[src/rtl/nrisc_ula_mul_seq.sv]
// Multi-cycle unsigned shift-and-add multiplier that borrows the shared ULA;
// core operands pass straight through to the ULA whenever the sequencer is idle.
module nrisc_ula_mul_seq #(
  parameter int TAM = 32
) (
  input  logic           clk,
  input  logic           rst_n,
  input  logic           start_i,
  input  logic [TAM-1:0] op_a_i,
  input  logic [TAM-1:0] op_b_i,
  output logic           busy_o,
  output logic           done_o,
  output logic [TAM-1:0] result_o,
  output logic           overflow_o,
  output logic           cpu_stall_o,
  input  logic [TAM-1:0] cpu_a_i,
  input  logic [TAM-1:0] cpu_b_i,
  input  logic [3:0]     cpu_ctrl_i,
  output logic [TAM-1:0] ula_a_o,
  output logic [TAM-1:0] ula_b_o,
  output logic [3:0]     ula_ctrl_o,
  input  logic [TAM-1:0] ula_out_i,
  input  logic [2:0]     ula_flags_i
);

  localparam logic [3:0] CTRL_ADD = 4'b0000;
  localparam logic [3:0] CTRL_SHL = 4'b1100;
  localparam logic [3:0] CTRL_SHR = 4'b1000;
  localparam logic [TAM-1:0] ONE = {{(TAM-1){1'b0}}, 1'b1};

  typedef enum logic [2:0] {
    S_IDLE = 3'd0,
    S_ADD  = 3'd1,
    S_SHL  = 3'd2,
    S_SHR  = 3'd3,
    S_DONE = 3'd4
  } state_t;

  state_t         state_q, state_d;
  logic [TAM-1:0] acc_q, acc_d;
  logic [TAM-1:0] mcand_q, mcand_d;
  logic [TAM-1:0] mplier_q, mplier_d;
  logic           ovf_q, ovf_d;
  logic [TAM-1:0] result_q, result_d;
  logic           overflow_q, overflow_d;

  // Flags are deliberately ignored; sequencing relies on ula_out alone.
  logic unused_flags;
  assign unused_flags = ^ula_flags_i;

  always_comb begin
    state_d    = state_q;
    acc_d      = acc_q;
    mcand_d    = mcand_q;
    mplier_d   = mplier_q;
    ovf_d      = ovf_q;
    result_d   = result_q;
    overflow_d = overflow_q;
    ula_a_o    = cpu_a_i;
    ula_b_o    = cpu_b_i;
    ula_ctrl_o = cpu_ctrl_i;

    case (state_q)
      S_IDLE, S_DONE: begin
        if (start_i) begin
          acc_d    = '0;
          mcand_d  = op_a_i;
          mplier_d = op_b_i;
          ovf_d    = 1'b0;
          if (op_b_i == '0) begin
            // Zero multiplier: the product is known now, so publish it on this entry.
            state_d    = S_DONE;
            result_d   = '0;
            overflow_d = 1'b0;
          end else if (op_b_i[0]) begin
            state_d = S_ADD;
          end else begin
            state_d = S_SHL;
          end
        end else begin
          state_d = S_IDLE;
        end
      end

      S_ADD: begin
        ula_a_o    = acc_q;
        ula_b_o    = mcand_q;
        ula_ctrl_o = CTRL_ADD;
        acc_d      = ula_out_i;
        if (ula_out_i < acc_q) ovf_d = 1'b1;
        state_d    = S_SHL;
      end

      S_SHL: begin
        ula_a_o    = mcand_q;
        ula_b_o    = ONE;
        ula_ctrl_o = CTRL_SHL;
        mcand_d    = ula_out_i;
        // A bit shifted out only matters if a higher multiplier bit will still use it.
        if (mcand_q[TAM-1] && (mplier_q[TAM-1:1] != '0)) ovf_d = 1'b1;
        state_d    = S_SHR;
      end

      S_SHR: begin
        ula_a_o    = mplier_q;
        ula_b_o    = ONE;
        ula_ctrl_o = CTRL_SHR;
        mplier_d   = ula_out_i;
        if (ula_out_i == '0) begin
          state_d    = S_DONE;
          result_d   = acc_q;
          overflow_d = ovf_q;
        end else if (ula_out_i[0]) begin
          state_d = S_ADD;
        end else begin
          state_d = S_SHL;
        end
      end

      default: state_d = S_IDLE;
    endcase
  end

  always_ff @(posedge clk or negedge rst_n) begin
    if (!rst_n) begin
      state_q    <= S_IDLE;
      acc_q      <= '0;
      mcand_q    <= '0;
      mplier_q   <= '0;
      ovf_q      <= 1'b0;
      result_q   <= '0;
      overflow_q <= 1'b0;
    end else begin
      state_q    <= state_d;
      acc_q      <= acc_d;
      mcand_q    <= mcand_d;
      mplier_q   <= mplier_d;
      ovf_q      <= ovf_d;
      result_q   <= result_d;
      overflow_q <= overflow_d;
    end
  end

  assign busy_o      = (state_q == S_ADD) || (state_q == S_SHL) || (state_q == S_SHR);
  assign done_o      = (state_q == S_DONE);
  assign cpu_stall_o = busy_o;
  assign result_o    = result_q;
  assign overflow_o  = overflow_q;

endmodule
[config.mk]
export PLATFORM = sky130hd
export DESIGN_NAME = nrisc_ula_mul_seq
export DESIGN_NICKNAME = d
export VERILOG_FILES = /design/src/rtl/nrisc_ula_mul_seq.sv
export SDC_FILE = /design/constraint.sdc
export NUM_CORES = 1
export LEC_CHECK = 0
export ABC_AREA = 1
export CORE_UTILIZATION = 40
export DETAILED_ROUTE_END_ITERATION = 8
export MAX_ROUTING_LAYER = met4
export PLACE_DENSITY = 0.73
export SLEW_MARGIN = 20
export SYNTH_ARGS = -nofsm -noshare
export SYNTH_HDL_FRONTEND = slang
export SYNTH_SLANG_ARGS = --single-unit
export TNS_END_PERCENT = 5
[constraint.sdc]
create_clock -name clk -period 1.95 [get_ports clk]
set_input_delay 0.2925 -clock clk [delete_from_list [all_inputs] [get_ports clk]]
set_output_delay 0.2925 -clock clk [all_outputs]
set_load 0.02 [all_outputs]
[Word-level counts from Yosys, hierarchy flattened]
Cells that the tools add are included.
W data, S select, Z words.
Operators by class
  $lt $le $gt $ge: 1
  equality and inequality tests: 9
  mux-type cells: 27
  reduce and logical (&&, ||, !) cells: 18
Operators by type and width (number)
  $pmux W32 S2: 5
  $mux W32: 6
  $pmux W32 S3: 1
  $logic_not A32 Y1: 2
  $lt A32 B32 Y1: 1
  $reduce_bool A31 Y1: 1
  $pmux W3 S4: 1
  $pmux W4 S3: 1
  $ne A2 B2 Y1 const B: 5
  $mux W3: 3
  $reduce_and A4 Y1: 2
  $eq A3 B2 Y1 const B: 2
  $mux W1: 6
  $reduce_and A2 Y1: 3
  $reduce_bool A2 Y1: 3
  $mux W2: 2
  $reduce_or A2 Y1: 2
  $eq A3 B1 Y1 const B: 1
  $eq A3 B3 Y1 const B: 1
  $logic_not A3 Y1: 1
  $pmux W1 S3: 1
  $reduce_bool A3 Y1: 1
  $logic_or A1 B1 Y1: 2
  $pmux W1 S2: 1
  $logic_and A1 B1 Y1: 1
Storage, ports and cells
  flip-flop bits (word level): 133
  output and inout port bits: 104

[Longest topological paths before layout]
  depth after elaboration: 4
  depth in mapped cells: 16

[Least setup slack after synthesis]
Ideal clock, no wire load.
  path kind: reg2out
  start: reg state_q[0]
  end: out ula_a_o[12]
  arrival time: 1.644 ns
  required time: 1.657 ns
  slack: 0.013 ns
  stages on the path, launching flop included: 7
  cell sequence: dfrtp_1 nor2_1 nor2_1 inv_2 clkbuf_1 nand2_1 o2111ai_1
On the way
  word-level cells in the longest chain between the ends: 2
RTL lines
  from (decl): line 39  | state_t state_q, state_d;
  from (signal assigned): line 134  | state_q <= state_d;
  $eq A3 B2 Y1 / $eq A3 B1 Y1 (equally long branches): line 63  | case (state_q)
  $pmux W32 S3 (*): line 63
  to (decl): line 19  | output logic [TAM-1:0] ula_a_o,
Mark *: on every way between the ends. The rest lies on a longest branch, timed or not.

[Worst setup path after layout]
  start: reg state_q[1]
  end: out ula_b_o[31]
On the way
  word-level cells in the longest chain between the ends: 3
RTL lines
  $eq A3 B2 Y1: line 63
  $reduce_or A2 Y1 (no line)
  $pmux W32 S2 (*): line 63
  to (decl): line 20  | output logic [TAM-1:0] ula_b_o,
Marked as above.

==> flow_summary_export.csv <==
group,metric,value,unit
run_status,status,"finished with violations",
run_status,violations,"setup timing",
layout,ff_latch_area,3330,um2
layout,fin_area,12500,um2
setup_path,crit_type,"reg2out",
flow_run,maxCapViolations,0,
routing,wl_per_cell,18.7,um
pwr,power.leakage,5.72,nW
sta,setup_viol,104,
floorplanning,io_pins,274,
sta,finalCritPeriodShare,115,%
routing,drt_first_pass_iters,5,
layout,final_util,66.0,%
yosys,syn_area_per_cell,7.98,um2
yosys,synth.yosys.warnings,0,
sta,hold_violations,0,
layout,num-fill-cells,1581,
pwr,power_frac_comb,61.1,%
pwr,p_per_area,1620,nW/um2
pwr,peakVddDrop,0.000853,V
yosys,synthDistinctLibCells,28,
grt,grt_max_degree,43,
routing,vias,8561,
grt,track_usage,30.1,%
layout,nets,1534,
placement,dpl_worst_slack,-0.405,ns
clock_tree,cts_buffers,17,
placement,port-buffer-count,270,
pwr,internal-power,11.4,mW
placement,post_dp_cell_area,11600,um2
setup_path,startpoint_type,"register",
clock_tree,clkSlewWorstSetupHoldPaths,0.06,ns
floorplanning,coreArea,19000,um2
pwr,power.share.sequential,21.3,%
floorplanning,die_h,142,um
floorplanning,row_count,50,
yosys,synth-seq-cells,133,
yosys,ys_seq_area_share,42.3,%
clock_tree,htreeDepth,4,
routing,wirelength,30000,um
min_path,worstHoldPathType,"in2async",
placement,gp_congestion,0.875,
pwr,swShare,44.1,%
grt,antenna_found_initial,1,
routing,drt-vias-per-instance,5.33,
setup_path,cp.arrival,1.95,ns
layout,fin_cells,1607,
routing,drcViolationCount,0,
setup_path,critPathRequiredTime,1.66,ns
sta,tightest_slew,0.427,ns
layout,multi_input_area,3800,um2
routing,antenna_left,0,
sta,fmax,446,MHz
sta,skew,0.0116,ns
setup_path,end_kind,"output pin",
sta,setup_ws,-0.292,ns
yosys,synth_cells,985,
pwr,total_power,20.3,mW
pwr,p_sw,8.95,mW
routing,drtIter0Drc,542,
sta,slew_headroom,71.3,%
clock_tree,root_buffer,"clkbuf_16",
sta,whs,0.367,ns
grt,overflow,0,
sta,fin_crit,2.24,ns
grt,grt_pass1_wl,44900,um
sta,setup_tns,-17.05,ns
sta,slew_violations,0,
clock_tree,clk_latency,0.43,ns
layout,layout-drive-gt1-share,22.1,%
sta,rsz0062_at_grt,"yes",
setup_path,cp_max_fo,19,
placement,dp_hpwl,20300,um
grt,grt_pass1_vias,8536,
floorplanning,die_area,20200,um2
clock_tree,clock_sinks,133,
floorplanning,die_w,142,um
layout,area_delta_synth_final,59.2,%
layout,final_common_cell,"clkdlybuf4s50_1",
clock_tree,cts_tree,"done",
yosys,syn-num-nets,1186,
yosys,syn-cell-area,7860,um2
layout,layout_common_cells,"198 x clkdlybuf4s50_1, 173 x nand2_1, 139 x inv_1",
placement,dp.cells,1552,
clock_tree,ctsLongestPathBuffers,2,
floorplanning,start_util,41.5,%
pwr,pwr-share-clk,17.6,%
## synth_stat cells, drive strengths merged
library cell    n  area share [%]
inv           146             7.0
o211ai         49             4.7
nor3           10            0.64
nand2         184             8.9
buf            45             3.4
a21oi          19             1.2
a22oi          16             1.5
o22ai          61             4.9
nor3b           2            0.19
nor2           61             3.2
nor4            9            0.72
ha             31             4.9
o21ai         135             9.3
nand4          12            0.95
nand3          38             3.6
clkbuf         18            0.86
dfrtp         133              42
o2111ai        16             1.8
## logic make-up after synthesis
logic type                 synth area share [%]
AOI/OAI and AO/OA                          23.3
adders and majority gates                  4.93
DFF                                        42.3
and+or+nand+nor                            18.2
buffers and inverters                      11.2
## worst max-delay path, stage by stage, from the launching register on
cell and delay (ns):
dfrtp_1 0.40, buf_4 0.16, nor2_2 0.15, nand2_4 0.12, buf_12 0.18, buf_4 0.18, o21ai_0 0.14, buf_4 0.18
## path summary, 6_finish.rpt
kind | start | to | slack [ns] | depth (start not counted)
max in group asynchronous | rst_n | result_o[19]$_DFFE_PN0P_ | 0.97 | 3
worst max-delay path | state_q[1]$_DFF_PN0_ | ula_b_o[31] | -0.29 | 7
worst max register to register | state_q[1]$_DFF_PN0_ | mcand_q[16]$_DFFE_PN0P_ | -0.07 | 14
worst min-delay path | rst_n | mcand_q[26]$_DFFE_PN0P_ | 0.37 | 2
min in group clk | ovf_q$_DFFE_PN0P_ | ovf_q$_DFFE_PN0P_ | 0.48 | 2
worst min register to register | ovf_q$_DFFE_PN0P_ | ovf_q$_DFFE_PN0P_ | 0.48 | 2
## power by group through the flow
stage	Combinational, mW	Clock, mW	Sequential [mW]
detailed placement	11.4	0	4.32
CTS	11.8	3.60	4.32
finish	12.4	3.58	4.33
global route	13.4	3.73	4.43
floorplan	6.46	0	4.17
global placement	11.2	0	4.29
## repair_timing
action	CTS	global route
hold buffers	1	0
endpoints found under the hold margin	38	0
setup buffers	10	5
gates cloned	5	3
resized for setup	305	85
setup endpoints to repair	73	172
pin swaps	4	10
## sequential cells by signal, indices dropped and copies added (netlist names)
| name | count |
|---|---|
| acc_q | 32 |
| overflow_o | 1 |
| mplier_q | 32 |
| state_q | 3 |
| result_o | 32 |
| mcand_q | 32 |
| ovf_q | 1 |
## routing by layer
metal	up-vias	global-route usage [%]	share of wire (%)
met4	0	10.7	2.6
met2	356	48.8	47
met5	-	-	0
met3	55	5.32	6.0
li1	4090	-	-
met1	4060	37.8	44
## layout make-up
type                            count  share of cell area, %
Timing Repair Buffer              392                   30.8
Sequential cell                   133                   26.6
Tap cell                          260                   2.60
Inverter                          146                   4.44
Antenna cell                        1                 0.0200
Multi-Input combinational cell    643                   30.3
Clock inverter                     13                   1.64
Clock buffer                       19                   3.54
(Power assumes the default switching activity.)
